===== src/rtl/key_debounce_multi.sv =====
// key_debounce_multi: N independent key channels, each with a 2-flop
// synchroniser, a consecutive-sample debouncer, press/release edge pulses
// and a single long-press pulse. Channels share nothing but the clock/reset.
module key_debounce_multi #(
  parameter int N_KEYS      = 4,
  parameter int SAMPLE_TIME = 4,
  parameter int LONG_TIME   = 20,
  parameter int CNT_W       = 22,
  parameter int ACTIVE_LOW  = 1
) (
  input  logic              clk,
  input  logic              rst,
  input  logic [N_KEYS-1:0] key_in,
  output logic [N_KEYS-1:0] key_state,
  output logic [N_KEYS-1:0] key_press,
  output logic [N_KEYS-1:0] key_release,
  output logic [N_KEYS-1:0] key_long
);

  // Raw pin level that means "not pressed"; the synchroniser resets to it so
  // an idle key never looks like a fresh edge when reset is released.
  localparam logic [N_KEYS-1:0] RELEASED_PIN = (ACTIVE_LOW != 0) ? {N_KEYS{1'b1}} : {N_KEYS{1'b0}};

  // Debounce counter value on which the differing level is accepted.
  localparam logic [CNT_W-1:0] DCNT_LAST = CNT_W'(SAMPLE_TIME - 1);

  // Long-press counter saturation value and the value one step before it.
  localparam logic [CNT_W-1:0] LCNT_MAX  = CNT_W'(LONG_TIME);
  localparam logic [CNT_W-1:0] LCNT_LAST = CNT_W'(LONG_TIME - 1);

  logic [N_KEYS-1:0] meta;
  logic [N_KEYS-1:0] sync_raw;
  logic [N_KEYS-1:0] sync;

  // Two-stage synchroniser for every asynchronous pin.
  always_ff @(posedge clk or posedge rst) begin
    if (rst) begin
      meta     <= RELEASED_PIN;
      sync_raw <= RELEASED_PIN;
    end else begin
      meta     <= key_in;
      sync_raw <= meta;
    end
  end

  // Normalise so that 1 always means pressed from here on.
  assign sync = (ACTIVE_LOW != 0) ? ~sync_raw : sync_raw;

  for (genvar i = 0; i < N_KEYS; i++) begin : g_chan
    logic [CNT_W-1:0] dcnt;
    logic [CNT_W-1:0] lcnt;
    logic             state;
    logic             press;
    logic             rel;
    logic             long_pulse;
    logic             differ;
    logic             accept;

    // A sample disagreeing with the accepted level counts toward a change;
    // the change is taken on the SAMPLE_TIME-th consecutive disagreement.
    assign differ = (sync[i] != state);
    assign accept = differ && (dcnt == DCNT_LAST);

    // Debounce counter and accepted level; any agreeing sample restarts the count.
    always_ff @(posedge clk or posedge rst) begin
      if (rst) begin
        dcnt  <= '0;
        state <= 1'b0;
      end else if (!differ) begin
        dcnt  <= '0;
      end else if (accept) begin
        dcnt  <= '0;
        state <= ~state;
      end else begin
        dcnt  <= dcnt + CNT_W'(1);
      end
    end

    // Edge pulses registered on the same edge the accepted level changes.
    always_ff @(posedge clk or posedge rst) begin
      if (rst) begin
        press <= 1'b0;
        rel   <= 1'b0;
      end else begin
        press <= accept && !state;
        rel   <= accept && state;
      end
    end

    // Long-press timer counts accepted-pressed cycles and saturates so the
    // long pulse fires exactly once per press.
    always_ff @(posedge clk or posedge rst) begin
      if (rst) begin
        lcnt       <= '0;
        long_pulse <= 1'b0;
      end else if (!state) begin
        lcnt       <= '0;
        long_pulse <= 1'b0;
      end else begin
        if (lcnt != LCNT_MAX) begin
          lcnt <= lcnt + CNT_W'(1);
        end
        long_pulse <= (lcnt == LCNT_LAST);
      end
    end

    assign key_state[i]   = state;
    assign key_press[i]   = press;
    assign key_release[i] = rel;
    assign key_long[i]    = long_pulse;
  end

endmodule


===== config.mk =====
export PLATFORM = sky130hd
export DESIGN_NAME = key_debounce_multi
export DESIGN_NICKNAME = d
export VERILOG_FILES = /design/src/rtl/key_debounce_multi.sv
export SDC_FILE = /design/constraint.sdc
export NUM_CORES = 1
export LEC_CHECK = 0
export ABC_AREA = 1
export BUFFER_PORTS_ARGS = -buffer_cell sky130_fd_sc_hd__buf_2
export CAP_MARGIN = 20
export CORE_ASPECT_RATIO = 1.25
export CORE_MARGIN = 4
export CORE_UTILIZATION = 30
export DETAILED_ROUTE_END_ITERATION = 12
export MAX_ROUTING_LAYER = met4
export PLACE_DENSITY = 0.48
export SKIP_CTS_REPAIR_TIMING = 1
export SYNTH_ARGS = -nofsm -noshare
export SYNTH_HDL_FRONTEND = slang
export SYNTH_SLANG_ARGS = --single-unit

===== constraint.sdc =====
create_clock -name clk -period 10.4 [get_ports clk]
set_clock_uncertainty 0.2 [all_clocks]
set_input_delay 0.52 -clock clk [delete_from_list [all_inputs] [get_ports clk]]
set_output_delay 0.52 -clock clk [all_outputs]
set_load 0.005 [all_outputs]

==> impl_metrics.py <==
metrics = {
    "detailed_routing": {
        "wl_met2_mm": 14.7,
        "drt_iter0_drc": 708,
        "wl_mm": 28.8,
        "drtAntennaViolNets": 0,
        "wl_per_cell_um": 12.8,
        "drtPass1Iterations": 7,
        "wl_met3_um": 662,
        "viasPerCell": 4.60,
        "vias": 10318,
        "drc_errors": 0,
        "wl_met1_mm": 12.9,
        "dr.max_layer_used": "met4",
    },
    "global_route": {
        "antenna_found_initial": 0,
        "grt_max_degree": 134,
        "gr-usage-all-layers_pct": 14.4,
        "grt_pass1_wl_mm": 49.5,
        "grt_pass1_vias": 9981,
        "grt_overflow": 0,
    },
    "timing": {
        "fin_tns_setup_ns": 0,
        "setup-violations-final": 0,
        "period_needed_ns": 2.51,
        "layout_setup_ws_ns": 7.89,
        "holdWs_ns": 0.157,
        "maxClockFrequency_ghz": 0.399,
        "timing.final.crit_share_pct": 24.1,
        "slew_viol_final": 0,
        "rsz0062_at_grt": "false",
        "timing_hold_violations_final": 0,
        "slew_headroom_pct": 42.5,
        "worst_pin_slew_ns": 0.862,
    },
    "worst_hold_path": {
        "hp-start": "meta[3]",
        "holdPathStages": 0,
        "min_path_type": "reg2reg",
        "hold_end": "sync_raw[3]",
    },
    "clock_tree": {
        "clockBufferDepth": 2,
        "numCtsBuffers": 17,
        "htreeDepth": 4,
        "clk_pin_slew_ns": 0.07,
        "worstSkewPairLatency_ns": 0.44,
        "cts_root_buffer": "clkbuf_16",
        "numClockSinks": 200,
        "cts_tree": "yes",
    },
    "worst_setup_path": {
        "critical_path_required_ns": 10.66,
        "reg2reg_depth": 6,
        "path_max_fanout": 113,
        "r2r_end": "g_chan[0].state",
        "endpoint_kind": "asynchronous set/reset pin",
        "start_kind": "primary input",
        "cp_data_arrival_time_ns": 2.76,
        "ff2ff_setup_slack_ns": 8.38,
        "critPathKind": "in2async",
        "r2r_start": "g_chan[0].state",
    },
    "synthesis": {
        "synthCells": 1720,
        "synth_enable_flop_cells": 0,
        "netlist.area_leader.share_pct": 40.4,
        "yosysUniqueCellTypes": 36,
        "yosysSeqAreaShare_pct": 42.2,
        "syn-cell-area_um2": 11900,
        "synth.area.top_cells": "dfrtp_1 (40%), nand2_1 (15%), nor2_1 (14%), inv_1 (5.7%), nand3_1 (5.3%)",
        "postSynthAreaPerCell_um2": 6.91,
        "synth_largest_area_cell": "dfrtp_1",
        "async_flop_share_pct": 100,
        "syn_nets": 1738,
        "synth_top_flop_cell": "dfrtp_1",
        "synth_seq_cells": 200,
        "synth.yosys.warnings": 0,
    },
    "floorplanning": {
        "die_h_um": 231,
        "die_w_um": 186,
        "num_io_pins": 22,
        "rows": 81,
        "core_area_um2": 39100,
        "start_util_pct": 30.4,
        "fp.dieArea_um2": 42900,
    },
    "cells_and_area": {
        "mostFrequentLayoutCells": "nand2_1 (464), nor2_1 (437), dfrtp_1 (192)",
        "layout_commonest_cell": "nand2_1",
        "fillers": 4231,
        "syn_to_final_growth_pct": 10.6,
        "n_antenna_cell": 0,
        "drive_gt1_share_pct": 6.30,
        "regArea_um2": 5010,
        "nets": 1752,
        "multi_input_area_um2": 5950,
    },
    "pwr": {
        "vdd_drop_max_v": 0.000121,
        "powerDensity_nw_per_um2": 147,
        "p_leak_nw": 5.76,
    },
    "flow_run": {
        "cap_viol_max_count": 0,
    },
    "place": {
        "port_buffers": 21,
        "place_hpwl_mm": 21.4,
        "globalplace.congestion": 0.849,
        "place_ws_ns": 7.78,
    },
    "run_status": {
        "status": "completed",
    },
}
synth_stat cells (2+ instances only):
| library cell | count |
|---|---|
| nand2_1 | 464 |
| nand3b_1 | 4 |
| inv_1 | 182 |
| buf_2 | 14 |
| nor3b_1 | 4 |
| ha_1 | 12 |
| buf_1 | 2 |
| nor3_1 | 36 |
| a21oi_1 | 32 |
| nand3_2 | 5 |
| or2_2 | 3 |
| nand4_1 | 43 |
| nor2_4 | 12 |
| nor4_1 | 2 |
| nor2_1 | 437 |
| and2_1 | 2 |
| xnor2_1 | 10 |
| clkbuf_1 | 2 |
| dfrtp_1 | 192 |
| nor2_2 | 10 |
| inv_2 | 2 |
| xor2_1 | 56 |
| dfstp_2 | 8 |
| nand3_1 | 126 |
| nand2_2 | 8 |
| o21ai_0 | 24 |
| o21a_1 | 2 |
| buf_4 | 18 |
worst max-delay path, stage by stage:
cell           delay [ns]
dlygate4sd3_1        0.53
buf_2                0.15
inv_8                0.15
buf_16               0.38
buf_4                0.81
routing by layer:
| metal | vias to the layer above | GRT usage [%] |
|---|---|---|
| met4 | 0 | 4.74 |
| li1 | 5374 | - |
| met1 | 4779 | 17.4 |
| met3 | 35 | 1.81 |
| met5 | - | - |
| met2 | 130 | 24.7 |
stage by stage:
| step | instances | total power [mW] | utilization (%) | instance area, um^2 |
|---|---|---|---|---|
| after global placement | 2207 | 1.22 | 31.8 | 12400 |
| after floorplan | 1720 | 1.15 | - | 11900 |
| after detailed placement | 2207 | 1.23 | 31.8 | 12400 |
| after CTS | 2239 | 1.97 | 33.4 | 13100 |
| after global routing | 2245 | 2.05 | 33.6 | 13200 |
| final | 2245 | 1.93 | 33.6 | 13200 |
kinds of logic (layout without fill, tap and decap cells):
family,after synthesis,in the layout,share of synthesized area (%)
compound gates,61,61,2.64
xor+xnor,67,67,5.09
fa+ha+maj,12,12,1.26
buf+inv,222,249,7.79
flops,200,200,42.2
simple gates,1158,1158,41.1
cell type report:
| class | instances | area share (%) |
|---|---|---|
| Tap cell | 498 | 4.74 |
| Inverter | 185 | 5.34 |
| Multi-Input combinational cell | 1298 | 45.3 |
| Clock buffer | 21 | 3.65 |
| Timing Repair Buffer | 32 | 1.67 |
| Clock inverter | 11 | 1.22 |
| Sequential cell | 200 | 38.1 |
worst max path at each step:
stage / cells past startpoint / end / from
3_3_place_gp: 3 / g_chan[0].lcnt[14] / rst
4_1_cts: 1 / key_state[0] / g_chan[0].state
3_5_place_dp: 3 / g_chan[3].dcnt[12] / rst
6_report: 5 / g_chan[0].lcnt[20] / rst
5_1_grt: 5 / g_chan[0].lcnt[14] / rst
2_1_floorplan: 1 / g_chan[0].dcnt[0] / rst
flip-flops by register name (all words and copies together) (netlist names):
signal             count
g_chan.lcnt           88
g_chan.rel             4
meta                   4
g_chan.long_pulse      4
sync_raw               4
g_chan.dcnt           88
g_chan.state           4
g_chan.press           4
where the power goes:
| part | internal (mW) | switching [mW] |
|---|---|---|
| logic | 0.0950 | 0.207 |
| registers | 0.821 | 0.0828 |
| clock network | 0.409 | 0.313 |
| total | 1.32 | 0.603 |
(Power assumes the default switching activity.)
